## src/rtl/hazard_unit.sv

```systemverilog
// hazard_unit: forwarding selects, stall/flush strobes and redirect/freeze
// sequencing for a five-stage pipe, plus stall and redirect counters.
//
// state    | meaning
// ---------+-------------------------------------------------------------
// RUN      | normal issue; accepts taken branches and load-use stalls
// REDIRECT | emitting post-branch bubbles, r_cnt bubbles still to go
// FREEZE   | data memory busy; whole pipe held, r_cnt preserved
//
// Forward select encoding: 0 = FW_NONE, 1 = FW_MEM_ALU, 2 = FW_WB_DATA.
module hazard_unit #(
    parameter int REG_ADDR_W   = 5,
    parameter int FLUSH_CYCLES = 1,
    parameter int CNT_W        = 32
) (
    input  logic                  clk,
    input  logic                  rst,
    input  logic [REG_ADDR_W-1:0] ID_rs1_i,
    input  logic [REG_ADDR_W-1:0] ID_rs2_i,
    input  logic                  ID_use_rs1_i,
    input  logic                  ID_use_rs2_i,
    input  logic [REG_ADDR_W-1:0] EX_rd_i,
    input  logic                  EX_RegWrite_i,
    input  logic                  EX_MemRead_i,
    input  logic [REG_ADDR_W-1:0] MEM_rd_i,
    input  logic                  MEM_RegWrite_i,
    input  logic                  EX_branch_taken_i,
    input  logic                  dmem_busy_i,
    output logic [1:0]            ID_forwardA_o,
    output logic [1:0]            ID_forwardB_o,
    output logic                  pc_stall_o,
    output logic                  IF_ID_stall_o,
    output logic                  IF_ID_flush_o,
    output logic                  ID_EX_flush_o,
    output logic                  pipe_freeze_o,
    output logic [CNT_W-1:0]      stall_cnt_o,
    output logic [CNT_W-1:0]      flush_cnt_o
);

    localparam logic [1:0] FW_NONE    = 2'd0;
    localparam logic [1:0] FW_MEM_ALU = 2'd1;
    localparam logic [1:0] FW_WB_DATA = 2'd2;

    localparam logic [1:0] S_RUN      = 2'd0;
    localparam logic [1:0] S_REDIRECT = 2'd1;
    localparam logic [1:0] S_FREEZE   = 2'd2;

    localparam logic [2:0]       C_RELOAD = 3'(FLUSH_CYCLES - 1);
    localparam logic [CNT_W-1:0] C_ONE    = 1;

    logic [1:0]       r_state;
    logic [2:0]       r_cnt;
    logic [CNT_W-1:0] r_stall_cnt;
    logic [CNT_W-1:0] r_flush_cnt;

    logic [1:0]       w_state_nxt;
    logic [2:0]       w_cnt_nxt;
    logic             w_ex_fwd_ok;
    logic             w_load_use;
    logic             w_eff_redirect;
    logic             w_flush_accept;

    // A load in EX cannot forward: its data only exists once it reaches MEM.
    function automatic logic [1:0] fw_sel(
        input logic                  use_rs,
        input logic [REG_ADDR_W-1:0] rs,
        input logic                  ex_ok,
        input logic [REG_ADDR_W-1:0] ex_rd,
        input logic                  mem_ok,
        input logic [REG_ADDR_W-1:0] mem_rd
    );
        logic [1:0] sel;
        sel = FW_NONE;
        if (use_rs && (rs != '0)) begin
            if (ex_ok && (ex_rd == rs))
                sel = FW_MEM_ALU;
            else if (mem_ok && (mem_rd == rs))
                sel = FW_WB_DATA;
        end
        return sel;
    endfunction

    assign w_ex_fwd_ok = EX_RegWrite_i && !EX_MemRead_i;
    assign w_load_use  = EX_MemRead_i && (EX_rd_i != '0) &&
                         ((ID_use_rs1_i && (ID_rs1_i == EX_rd_i)) ||
                          (ID_use_rs2_i && (ID_rs2_i == EX_rd_i)));

    // Leaving FREEZE resumes whatever bubble sequence the freeze interrupted.
    assign w_eff_redirect = (r_state == S_REDIRECT) ||
                            ((r_state == S_FREEZE) && (r_cnt != 3'd0));

    // State register, bubble counter and performance counters.
    always_ff @(posedge clk or posedge rst) begin
        if (rst) begin
            r_state     <= S_RUN;
            r_cnt       <= 3'd0;
            r_stall_cnt <= '0;
            r_flush_cnt <= '0;
        end else begin
            r_state <= w_state_nxt;
            r_cnt   <= w_cnt_nxt;
            if (pc_stall_o)
                r_stall_cnt <= r_stall_cnt + C_ONE;
            if (w_flush_accept)
                r_flush_cnt <= r_flush_cnt + C_ONE;
        end
    end

    // Next-state selection: busy dominates, then bubbles, then new redirects.
    always_comb begin
        w_state_nxt = r_state;
        w_cnt_nxt   = r_cnt;
        if (dmem_busy_i) begin
            w_state_nxt = S_FREEZE;
        end else if (w_eff_redirect) begin
            w_cnt_nxt   = (r_cnt != 3'd0) ? r_cnt - 3'd1 : 3'd0;
            w_state_nxt = (r_cnt <= 3'd1) ? S_RUN : S_REDIRECT;
        end else if (EX_branch_taken_i) begin
            if (FLUSH_CYCLES > 1) begin
                w_state_nxt = S_REDIRECT;
                w_cnt_nxt   = C_RELOAD;
            end else begin
                w_state_nxt = S_RUN;
                w_cnt_nxt   = 3'd0;
            end
        end else begin
            w_state_nxt = S_RUN;
        end
    end

    // Strobe and forwarding outputs; everything is quiet while in reset.
    always_comb begin
        ID_forwardA_o  = FW_NONE;
        ID_forwardB_o  = FW_NONE;
        pc_stall_o     = 1'b0;
        IF_ID_stall_o  = 1'b0;
        IF_ID_flush_o  = 1'b0;
        ID_EX_flush_o  = 1'b0;
        pipe_freeze_o  = 1'b0;
        w_flush_accept = 1'b0;
        if (!rst) begin
            ID_forwardA_o = fw_sel(ID_use_rs1_i, ID_rs1_i, w_ex_fwd_ok, EX_rd_i,
                                   MEM_RegWrite_i, MEM_rd_i);
            ID_forwardB_o = fw_sel(ID_use_rs2_i, ID_rs2_i, w_ex_fwd_ok, EX_rd_i,
                                   MEM_RegWrite_i, MEM_rd_i);
            if (dmem_busy_i) begin
                pipe_freeze_o = 1'b1;
                pc_stall_o    = 1'b1;
                IF_ID_stall_o = 1'b1;
            end else if (w_eff_redirect) begin
                IF_ID_flush_o = 1'b1;
                ID_EX_flush_o = 1'b1;
            end else if (EX_branch_taken_i) begin
                IF_ID_flush_o  = 1'b1;
                ID_EX_flush_o  = 1'b1;
                w_flush_accept = 1'b1;
            end else if (w_load_use) begin
                pc_stall_o    = 1'b1;
                IF_ID_stall_o = 1'b1;
                ID_EX_flush_o = 1'b1;
            end
        end
    end

    assign stall_cnt_o = r_stall_cnt;
    assign flush_cnt_o = r_flush_cnt;

endmodule

```

## config.mk

```make
export PLATFORM = sky130hd
export DESIGN_NAME = hazard_unit
export DESIGN_NICKNAME = d
export VERILOG_FILES = /design/src/rtl/hazard_unit.sv
export SDC_FILE = /design/constraint.sdc
export NUM_CORES = 1
export LEC_CHECK = 0
export CAP_MARGIN = 20
export CORE_UTILIZATION = 28
export CTS_CLUSTER_DIAMETER = 30
export DETAILED_ROUTE_END_ITERATION = 12
export GPL_TIMING_DRIVEN = 0
export PLACE_DENSITY = 0.58
export SYNTH_ARGS = -nofsm -noshare
export SYNTH_HDL_FRONTEND = slang
export SYNTH_SLANG_ARGS = --single-unit
export TNS_END_PERCENT = 10
```

## constraint.sdc

```tcl
create_clock -name clk -period 6.9 [get_ports clk]
set_input_delay 1.38 -clock clk [delete_from_list [all_inputs] [get_ports clk]]
set_output_delay 1.38 -clock clk [all_outputs]
set_load 0.02 [all_outputs]
```

## Word level (Yosys, flattened, before mapping)

Index checks and enable logic that the tools add are counted.

| word-level totals | value |
|---|---|
| output and inout port bits | 73 |
| word-level logic and storage cells | 70 |
| bits in registers | 69 |

| operators by class | value |
|---|---|
| reduce and logical (&&, ||, !) cells | 21 |
| equal/unequal tests | 8 |
| muxes and demuxes | 32 |
| add/sub/neg operators | 3 |
| order comparisons | 1 |
| bitwise logic cells | 1 |

Operators with widths:

| cell | number |
|---|---|
| adder 32 x 1 -> 32 bit, second input constant | 2 |
| == test 5 bit | 6 |
| 2-to-1 mux 1 bit | 20 |
| 2-to-1 mux 2 bit | 9 |
| nonzero test 5 bit | 3 |
| logical AND 1 bit | 12 |
| 2-to-1 mux 3 bit | 3 |
| less-or-equal comparator 3 x 1 -> 1 bit, second input constant | 1 |
| nonzero test 3 bit | 1 |
| subtractor 3 x 1 -> 3 bit, second input constant | 1 |
| == test 2 x 1 -> 1 bit, second input constant | 1 |
| == test 2 bit, second input constant | 1 |
| logical OR 1 bit | 2 |
| AND reduction 2 bit | 1 |
| nonzero test 2 bit | 1 |
| zero test 1 bit | 1 |
| NOT 1 bit | 1 |

## Depth between registers and ports, before layout

Gate-level depths: netlist of the first run.

| logic depth | value |
|---|---|
| word-level depth | 9 |
| gate-level depth with buffers | 8 |
| mapped depth without buffers | 7 |

## Least setup slack after synthesis of the first run

Ideal clock, no wire load.

| timing | value |
|---|---|
| kind | input to output |
| from | in rst |
| to | out ID_forwardB_o[1] |
| arrival | 4157 ps |
| cell stages on the path | 3 |
| required time | 5520 ps |
| path buffers | 0 |
| path slack | 1363 ps |
| path through | inv_1 -> nand3_1 -> a2111oi_0 |

| on the way | value |
|---|---|
| longest elaborated chain between the ends | 1 |

Ends and longest elaborated chain:

| item | line | RTL |
|---|---|---|
| start: declaration | 17 | `input logic rst,` |
| 2-to-1 mux 2 bit | 141 | `if (!rst) begin` |
| end: declaration | 30 | `output logic [1:0] ID_forwardB_o,` |

Every way passes these cells.

## Final worst setup path of the first run

| timing | value |
|---|---|
| from | in rst |
| to | out pc_stall_o |

| on the way | value |
|---|---|
| longest elaborated chain between the ends | 1 |

Ends and longest elaborated chain:

| item | line | RTL |
|---|---|---|
| 2-to-1 mux 1 bit | 141 |  |
| end: declaration | 31 | `output logic pc_stall_o,` |

Every way passes these cells.

==> results.yml, run 1 <==
run_status:
  run_status: "finished, final reports clean"
yosys:
  synth.area.top_cells: "sky130_fd_sc_hd__dfrtp_1, sky130_fd_sc_hd__xnor2_1, sky130_fd_sc_hd__xor2_1"
  synthDominantCellAreaShare_pct: 49.2
  syn_avg_cell_area_um2: 10.7
  synth_edf_count: 0
  yosysWarningCount: 0
  synth_ff_type: "sky130_fd_sc_hd__dfrtp_1"
  synth-async-reset-ratio_pct: 100
  yosys_register_bits: 69
  synthCells: 329
  synthesis.area_um2: 3510
  synth_largest_area_cell: "sky130_fd_sc_hd__dfrtp_1"
  syn_nets: 360
  synth_seq_area_share_pct: 49.2
  synth_cell_types: 40
timing:
  post-route-min-period_ps: 5460
  clock.fmax_mhz: 183
  timing.final.max_slew_violations: 0
  fin_skew_ps: 5.75
  report.final.setup_viol: 0
  fin_setup_tns_ps: 0
  layout_setup_ws_ps: 1440
  final_min_period_over_clock_period_pct: 79.1
  tightestPinTransition_ps: 773
  rsz0062_at_grt: "no"
  hold_violations: 0
  timing.max_slew.rel_slack_pct: 48.1
clock_network:
  worst_setup_hold_path_clk_slew_ps: 50
  htree_num_levels: 3
  post_cts_resize_count: 0
  post_cts.repair.setup_buffers: 0
  clock_tree.buffer_depth: 2
  hold_buf_cts: 0
  clock-root-buffer: "sky130_fd_sc_hd__clkbuf_16"
  tritoncts: "built"
  cts_buffers: 9
  numClockSinks: 69
  clk-insertion-delay-late_ps: 330
worst_setup_path:
  critPathMostFrequentCell: "sky130_fd_sc_hd__clkdlybuf4s50_1"
  worst-endpoint-required_ps: 5520
  criticalPathCategory: "input pin to primary output"
  path_max_fanout: 38
  slowest_stage: "sky130_fd_sc_hd__clkdlybuf4s50_1"
  critPathLaunchType: "input pin"
  critPathMaxStageDelay_ps: 590
  worstSetupEndpointType: "primary output"
  worst-endpoint-arrival_ps: 4080
  sequence_of_cells_on_the_critical_path: "clkdlybuf4s50_1 > inv_4 > buf_12 > nand2_1 > o21bai_1 > buf_2 > buf_4 > clkdlybuf4s50_1"
place:
  placement.io_buffers: 101
  dp.final_hpwl_um: 6240
  placement.setup.worst_slack_ps: 1320
  routabilityCongestion: 0.832
power:
  max-vdd-ir-drop_v: 0.000111
  finalPower_mw: 1.12
  p_leak_nw: 2.14
  power.density_cell_area_nw_per_um2: 223
layout:
  share_of_layout_cells_above_drive_strength_1_pct: 6.28
  multiInputGateArea_um2: 1720
  final_common_cell: "sky130_fd_sc_hd__clkdlybuf4s50_1"
  utilization_pct: 41.6
  most-common-layout-cells: "sky130_fd_sc_hd__clkdlybuf4s50_1, sky130_fd_sc_hd__dfrtp_1, sky130_fd_sc_hd__xnor2_1"
  ff_latch_area_um2: 1730
  design.final.nets: 473
  n_antenna_cell: 0
  area.growth.synth_to_final_pct: 43.4
  nFillCells: 1208
global_route:
  first_global_vias: 2805
  global_route_wire_length_before_repair_um: 13800
  groute.usage.overall_pct: 13.6
  grt_busiest_layer: "met2"
  global_route.usage.met3_pct: 3.35
  leftover_overflow_at_the_end_of_global_routing: 0
  gr-usage-met2_pct: 21.0
  grt_antenna_before_repair: 0
  grt_max_degree: 39
  gr-usage-met1_pct: 17.8
floorplanning:
  design.die.area_um2: 13000
  initial_utilization_pct: 29.0
  die_w_um: 114
  die_h_um: 114
  pin_count: 102
  row_count: 40
  design.core.area_um2: 12100
job:
  count_of_maximum_capacitance_violations: 0
detailed_routing:
  drt_first_iter_violations: 113
  vias: 2848
  via_per_inst: 4.64
  final_antenna_net_count: 0
  detail_route.first_pass.iterations: 4
  postRouteWirelength_um: 8360
  drcViolationCount: 0
  average_routed_wire_per_standard_cell_um: 13.6
min_path:
  holdCritPathClass: "flip-flop to flip-flop"
[metrics by stage]
step | hold slack, ps | instance area, um^2 | instances
after global placement | 460 | 4730 | 598
after detailed placement | 457 | 4760 | 599
after CTS | 468 | 5030 | 614
final | 467 | 5030 | 614
after floorplan | 551 | 3510 | 329
after global routing | 499 | 5030 | 614
[per-layer routing]
layer / up-vias / wire length, um
li1: 1381 / -
met1: 1379 / 3840
met2: 76 / 3890
met3: 12 / 469
met4: 0 / 161
met5: - / 0
[final timing paths]
check	depth (start not counted)	to	slack, ps	start
max	8	pc_stall_o	1440	rst
min	1	flush_cnt_o[31]$_DFFE_PP0P_	470	flush_cnt_o[31]$_DFFE_PP0P_
max reg2reg	6	flush_cnt_o[31]$_DFFE_PP0P_	4190	flush_cnt_o[4]$_DFFE_PP0P_
min reg2reg	1	flush_cnt_o[31]$_DFFE_PP0P_	470	flush_cnt_o[31]$_DFFE_PP0P_
max in group asynchronous	3	flush_cnt_o[27]$_DFFE_PP0P_	4780	rst
min in group asynchronous	2	flush_cnt_o[9]$_DFFE_PP0P_	1570	rst
[worst max-delay path, delay by kind of cell]
| family | cells | cell delay [ps] |
|---|---|---|
| buf+inv | 6 | 2260 |
| compound gates | 1 | 320 |
| simple gates | 1 | 100 |
[kinds of logic (layout without fill, tap and decap cells)]
group,count (synthesis),after routing,share of synthesized area (%)
mux,1,1,0.321
xor+xnor,83,83,20.7
flops,69,69,49.2
simple gates,144,144,23.6
buf+inv,14,131,1.89
compound gates,16,16,3.63
fa+ha+maj,2,2,0.712
[flip-flops by register name (all words and copies together) (netlist names)]
name,cells
r_cnt,3
r_state,2
flush_cnt_o,32
stall_cnt_o,32
[cell usage after synthesis (2+ instances only)]
cell                       number
sky130_fd_sc_hd__nor3b_1        4
sky130_fd_sc_hd__dfrtp_1       69
sky130_fd_sc_hd__nor4b_2        4
sky130_fd_sc_hd__buf_2          2
sky130_fd_sc_hd__ha_1           2
sky130_fd_sc_hd__nor3_1        14
sky130_fd_sc_hd__nand4_1       12
sky130_fd_sc_hd__and3_1        16
sky130_fd_sc_hd__or4_1          5
sky130_fd_sc_hd__clkbuf_1       2
sky130_fd_sc_hd__nor4_1         7
sky130_fd_sc_hd__nor2_1        13
sky130_fd_sc_hd__and4_1         3
sky130_fd_sc_hd__o21ai_0        5
sky130_fd_sc_hd__a21oi_1        2
sky130_fd_sc_hd__xor2_1        33
sky130_fd_sc_hd__nand3_1       25
sky130_fd_sc_hd__nand2_1       28
sky130_fd_sc_hd__nor2b_1        2
sky130_fd_sc_hd__nor4_2         3
sky130_fd_sc_hd__and2_1         3
sky130_fd_sc_hd__xnor2_1       50
sky130_fd_sc_hd__inv_1          8
[power by group]
group / total [mW] / internal (mW) / switching, mW / leakage, nW
clock: 0.431 / 0.270 / 0.161 / 0.139
combinational: 0.213 / 0.105 / 0.109 / 1.08
sequential: 0.476 / 0.434 / 0.0417 / 0.925
total: 1.12 / 0.809 / 0.311 / 2.14
[final cells by class]
class | count | share of cell area [%]
sequential | 69 | 34.3
multi-input combinational | 246 | 34.1
timing repair buffer | 102 | 20.5
clock buffer | 14 | 5.44
tap | 168 | 4.17
buffer | 6 | 0.721
inverter | 8 | 0.646
clock inverter | 1 | 0.0994
(Power assumes the default switching activity.)
==> run 2: changes to the inputs <==
- PLACE_DENSITY: 0.58 -> 0.6
- clock period: 6.9 -> 4.45 ns (I/O delays scaled with it)
==> results.yml, run 2 (synthesis gave the netlist of run 1 again) <==
power:
  clkPwrFrac_pct: 40.9
  p_leak_nw: 2.16
  pwr-share-comb_pct: 18.4
  seq_power_share_pct: 40.7
  power.density_cell_area_nw_per_um2: 356
  max-vdd-ir-drop_v: 0.000160
  power.internal_mw: 1.32
  netSwitchingFraction_pct: 27.6
  power.net_switching_uw: 500
global_route:
  first_global_vias: 2944
  grt_max_degree: 40
  global_route_wire_length_before_repair_um: 14500
  grt_antenna_before_repair: 0
  groute.usage.overall_pct: 14.4
  leftover_overflow_at_the_end_of_global_routing: 0
floorplanning:
  die_h_um: 114
  row_count: 40
  die_w_um: 114
  design.die.area_um2: 13000
  initial_utilization_pct: 29.0
  pin_count: 102
  design.core.area_um2: 12100
clock_network:
  htree_num_levels: 3
  numClockSinks: 69
  clock_tree.buffer_depth: 2
  clock-root-buffer: "sky130_fd_sc_hd__clkbuf_16"
  tritoncts: "built"
  clk-insertion-delay-late_ps: 330
  worst_setup_hold_path_clk_slew_ps: 60
  cts_buffers: 9
timing:
  clock.fmax_mhz: 235
  final_min_period_over_clock_period_pct: 95.7
  fin_skew_ps: 4.25
  hold-worst-slack_ps: 470
  post-route-min-period_ps: 4260
  timing.final.max_slew_violations: 0
  rsz0062_at_grt: "no"
  timing.max_slew.rel_slack_pct: 43.7
  hold_violations: 0
  report.final.setup_viol: 0
  tightestPinTransition_ps: 840
worst_setup_path:
  critPathLaunchType: "input pin"
  slowest_stage: "sky130_fd_sc_hd__clkdlybuf4s50_1"
  worst-endpoint-arrival_ps: 3370
  worst-endpoint-required_ps: 3560
  path_max_fanout: 11
  worstSetupEndpointType: "primary output"
  critPathMostFrequentCell: "sky130_fd_sc_hd__clkdlybuf4s50_1"
  criticalPathCategory: "input pin to primary output"
  critPathMaxStageDelay_ps: 590
  sequence_of_cells_on_the_critical_path: "clkdlybuf4s50_1 > xnor2_1 > nand3_1 > nor2_1 > o221ai_1 > o21bai_2 > buf_2 > buf_4 > clkdlybuf4s50_1"
  worst-path-buf-inv: 4
  path_delay_family: "buffers and inverters"
detailed_routing:
  via_per_inst: 4.67
  final_antenna_net_count: 0
  drcViolationCount: 0
  average_routed_wire_per_standard_cell_um: 14.0
  detail_route.first_pass.iterations: 4
  drt_first_iter_violations: 118
  vias: 2883
  postRouteWirelength_um: 8630
layout:
  most-common-layout-cells: "sky130_fd_sc_hd__clkdlybuf4s50_1, sky130_fd_sc_hd__dfrtp_1, sky130_fd_sc_hd__xnor2_1"
  n_antenna_cell: 0
  design.final.nets: 476
  share_of_layout_cells_above_drive_strength_1_pct: 7.56
  area.growth.synth_to_final_pct: 45.0
  layout.cell_area.non_filler_um2: 5090
  final_common_cell: "sky130_fd_sc_hd__clkdlybuf4s50_1"
  nFillCells: 1220
job:
  count_of_maximum_capacitance_violations: 0
run_status:
  run_status: "finished, final reports clean"
place:
  dpl-instance-area_um2: 4760
  placement.io_buffers: 101
  dp.final_hpwl_um: 6300
  routabilityCongestion: 0.852
min_path:
  holdCritPathClass: "flip-flop to flip-flop"
run 2: changes by cell type in the layout (fill, tap and decap cells not counted):
cell / before / now
sky130_fd_sc_hd__o21bai_1: 1 / 0
sky130_fd_sc_hd__inv_4: 1 / 0
sky130_fd_sc_hd__clkbuf_1: 4 / 3
sky130_fd_sc_hd__clkinvlp_4: 0 / 2
sky130_fd_sc_hd__bufinv_16: 0 / 1
sky130_fd_sc_hd__clkinvlp_2: 0 / 1
sky130_fd_sc_hd__o21bai_2: 0 / 1
sky130_fd_sc_hd__buf_4: 1 / 3
run 2: stage by stage:
| stage | util, % | power (mW) | worst slack, ps | instances | setup TNS, ps |
|---|---|---|---|---|---|
| after detailed placement | 39.3 | 1.09 | -110 | 599 | -185 |
| after CTS | 41.9 | 1.84 | 19.4 | 616 | 0 |
| after global routing | 42.1 | 1.90 | 39.3 | 618 | 0 |
| after global placement | 39.1 | 1.08 | -887 | 598 | -2500 |
| after floorplan | - | 0.913 | 656 | 329 | 0 |
| final | 42.1 | 1.82 | 192 | 618 | 0 |
run 2: path summary, 6_finish.rpt:
check	start	to	slack, ps	depth (start not counted)
max in group asynchronous	rst	stall_cnt_o[24]$_DFFE_PP0P_	2750	2
min in group asynchronous	rst	stall_cnt_o[8]$_DFFE_PP0P_	1220	3
hold / removal	flush_cnt_o[31]$_DFFE_PP0P_	flush_cnt_o[31]$_DFFE_PP0P_	470	1
setup / recovery	ID_rs1_i[3]	pc_stall_o	190	9
hold reg to reg	flush_cnt_o[31]$_DFFE_PP0P_	flush_cnt_o[31]$_DFFE_PP0P_	470	1
setup reg to reg	flush_cnt_o[4]$_DFFE_PP0P_	flush_cnt_o[29]$_DFFE_PP0P_	1820	6
run 2: final cells by class:
cell class	instances	area (um^2)	area share, %
plain buffers	6	36.3	0.712
clock buffers	13	270	5.31
clock inverters	3	42.5	0.835
inverters	8	33.8	0.663
multi-input cells	246	1720	33.8
flip-flops and latches	69	1730	33.9
well taps	168	210	4.13
repair buffers	104	1050	20.5
repair inverters	1	5.00	0.0983
run 2: routing by layer:
layer	vias up	part of all wire (%)	GRT usage, %
li1	1387	-	-
met1	1391	47	18.4
met2	88	45	21.9
met3	17	5.9	4.25
met4	0	2.6	7.45
met5	-	0	0
run 2: what timing repair did:
| item | 4_1_cts | 5_1_grt |
|---|---|---|
| gates cloned | 1 | 0 |
| pin swaps | 0 | 0 |
| endpoints found under the setup margin | 3 | 3 |
| resized for setup | 0 | 1 |
| hold buffers | 0 | 0 |
| buffers inserted | 0 | 2 |
run 2: power groups by stage:
stage	clock (mW)	sequential, mW	combinational (mW)
6_report	0.742	0.739	0.334
3_3_place_gp	0	0.749	0.328
5_1_grt	0.788	0.752	0.365
4_1_cts	0.761	0.741	0.337
2_1_floorplan	0	0.792	0.121
3_5_place_dp	0	0.751	0.336
==> run 3: changes to the inputs <==
--- a/config.mk
+++ b/config.mk
@@ -7,9 +7,9 @@
 export LEC_CHECK = 0
 export CAP_MARGIN = 20
-export CORE_UTILIZATION = 28
+export CORE_UTILIZATION = 43
 export CTS_CLUSTER_DIAMETER = 30
 export DETAILED_ROUTE_END_ITERATION = 12
 export GPL_TIMING_DRIVEN = 0
-export PLACE_DENSITY = 0.6
+export PLACE_DENSITY = 0.82
 export SYNTH_ARGS = -nofsm -noshare
 export SYNTH_HDL_FRONTEND = slang
==> constraint.sdc (replaced) <==
create_clock -name clk -period 4.45 [get_ports clk]
set_input_delay 0.89 -clock clk [delete_from_list [all_inputs] [get_ports clk]]
set_output_delay 0.89 -clock clk [all_outputs]
set_load 0.1 [all_outputs]
==> results.yml, run 3 (synthesis gave the netlist of run 1 again) <==
run_status:
  run_status: "finished, final reports clean"
timing:
  report.final.setup_viol: 0
  clock.fmax_mhz: 233
  fin_skew_ps: 14.4
  layout_setup_ws_ps: 163
  post-route-min-period_ps: 4290
  hold-worst-slack_ps: 475
  final_min_period_over_clock_period_pct: 96.3
  fin_setup_tns_ps: 0
  timing.max_slew.rel_slack_pct: 32.9
  tightestPinTransition_ps: 1000
  timing.final.max_slew_violations: 0
  rsz0062_at_grt: "no"
  hold_violations: 0
worst_setup_path:
  worst-endpoint-arrival_ps: 3400
  path_max_fanout: 3
  worst-endpoint-required_ps: 3560
  worstSetupEndpointType: "primary output"
  critPathLaunchType: "input pin"
  criticalPathCategory: "input pin to primary output"
power:
  power.density_cell_area_nw_per_um2: 392
  p_leak_nw: 2.13
  max-vdd-ir-drop_v: 0.000217
  finalPower_mw: 1.92
clock_network:
  hold_buf_cts: 0
  worst_setup_hold_path_clk_slew_ps: 70
  tritoncts: "built"
  cts_buffers: 9
  numClockSinks: 69
  clock-root-buffer: "sky130_fd_sc_hd__clkbuf_8"
  clk-insertion-delay-late_ps: 350
  htree_num_levels: 3
  clock_tree.buffer_depth: 2
detailed_routing:
  detail_route.first_pass.iterations: 4
  via_per_inst: 5.26
  dr_wl_met2_um: 4070
  postRouteWirelength_um: 8010
  met3WireLength_um: 399
  wl_met1_um: 3390
  average_routed_wire_per_standard_cell_um: 14.6
  drt_first_iter_violations: 28
  final_antenna_net_count: 0
  vias: 2880
  drcViolationCount: 0
  top_signal_layer_used: "met4"
global_route:
  grt_antenna_before_repair: 0
  global_route_wire_length_before_repair_um: 13100
  grt_max_degree: 73
  groute.usage.overall_pct: 19.7
  leftover_overflow_at_the_end_of_global_routing: 0
  first_global_vias: 2846
floorplanning:
  die_h_um: 92.4
  die_w_um: 92.4
  design.die.area_um2: 8530
  initial_utilization_pct: 45.0
  pin_count: 102
  row_count: 32
  design.core.area_um2: 7810
layout:
  design.final.nets: 472
  layoutNonFillerInstCount: 548
  n_antenna_cell: 0
  final_common_cell: "sky130_fd_sc_hd__clkdlybuf4s50_1"
  most-common-layout-cells: "sky130_fd_sc_hd__clkdlybuf4s50_1, sky130_fd_sc_hd__dfrtp_1, sky130_fd_sc_hd__xnor2_1"
  area.growth.synth_to_final_pct: 39.6
  share_of_layout_cells_above_drive_strength_1_pct: 7.62
job:
  count_of_maximum_capacitance_violations: 0
place:
  routabilityCongestion: 0.845
  dp.cells: 532
  placement.io_buffers: 101
  placement.setup.worst_slack_ps: -724
  dp.final_hpwl_um: 5940
min_path:
  holdCritPathClass: "flip-flop to flip-flop"
run 3: cell count changes in the layout (fill, tap and decap cells not counted), sizes merged, moves of 2 or more:
cell	delta
buf	-2
clkbuf	-3
clkdlybuf4s15	+2
clkdlybuf4s50	-5
clkinv	+3
clkinvlp	-3
run 3: critical path: stages:
cell	delay (ps)
sky130_fd_sc_hd__clkdlybuf4s50_1	560
sky130_fd_sc_hd__xnor2_1	170
sky130_fd_sc_hd__nand3_1	110
sky130_fd_sc_hd__nor2_1	100
sky130_fd_sc_hd__o221ai_1	180
sky130_fd_sc_hd__a21boi_0	210
sky130_fd_sc_hd__clkdlybuf4s50_1	1180
run 3: area by class of cell:
cell class	count	area, um^2
Buffer	6	36.3
Clock buffer	10	128
Clock inverter	6	87.6
Fill cell	657	2900
Inverter	8	37.5
Multi-Input combinational cell	246	1750
Sequential cell	69	1730
Tap cell	102	128
Timing Repair Buffer	101	1010
run 3: final timing paths:
kind | start | endpoint | slack [ps] | depth (start not counted)
max reg2reg | flush_cnt_o[4]$_DFFE_PP0P_ | flush_cnt_o[31]$_DFFE_PP0P_ | 1850 | 6
min in group asynchronous | rst | flush_cnt_o[13]$_DFFE_PP0P_ | 1150 | 2
max in group asynchronous | rst | stall_cnt_o[21]$_DFFE_PP0P_ | 2950 | 2
min reg2reg | flush_cnt_o[31]$_DFFE_PP0P_ | flush_cnt_o[31]$_DFFE_PP0P_ | 480 | 1
min | flush_cnt_o[31]$_DFFE_PP0P_ | flush_cnt_o[31]$_DFFE_PP0P_ | 480 | 1
max | EX_rd_i[1] | ID_EX_flush_o | 160 | 7
run 3: layer usage:
metal | global-route usage [%] | vias up
met5 | 0 | -
met4 | 9.24 | 0
met3 | 3.86 | 10
met2 | 34.5 | 88
met1 | 23.0 | 1401
li1 | - | 1381
run 3: per-stage QoR:
step / instance area [um^2] / util [%]
CTS: 4900 / 62.7
global placement: 4680 / 60.0
finish: 4900 / 62.8
global route: 4900 / 62.8
detailed placement: 4680 / 60.0
floorplan: 3540 / -
run 3: what timing repair did:
action	4_1_cts	5_1_grt
setup endpoints to repair	4	3
setup buffers	0	0
gates resized for setup	8	4
run 3: power by group:
part	switching, mW	total [mW]	internal [mW]
Combinational	0.465	0.625	0.160
Clock	0.240	0.556	0.316
Sequential	0.0701	0.742	0.672
Total	0.776	1.92	1.15
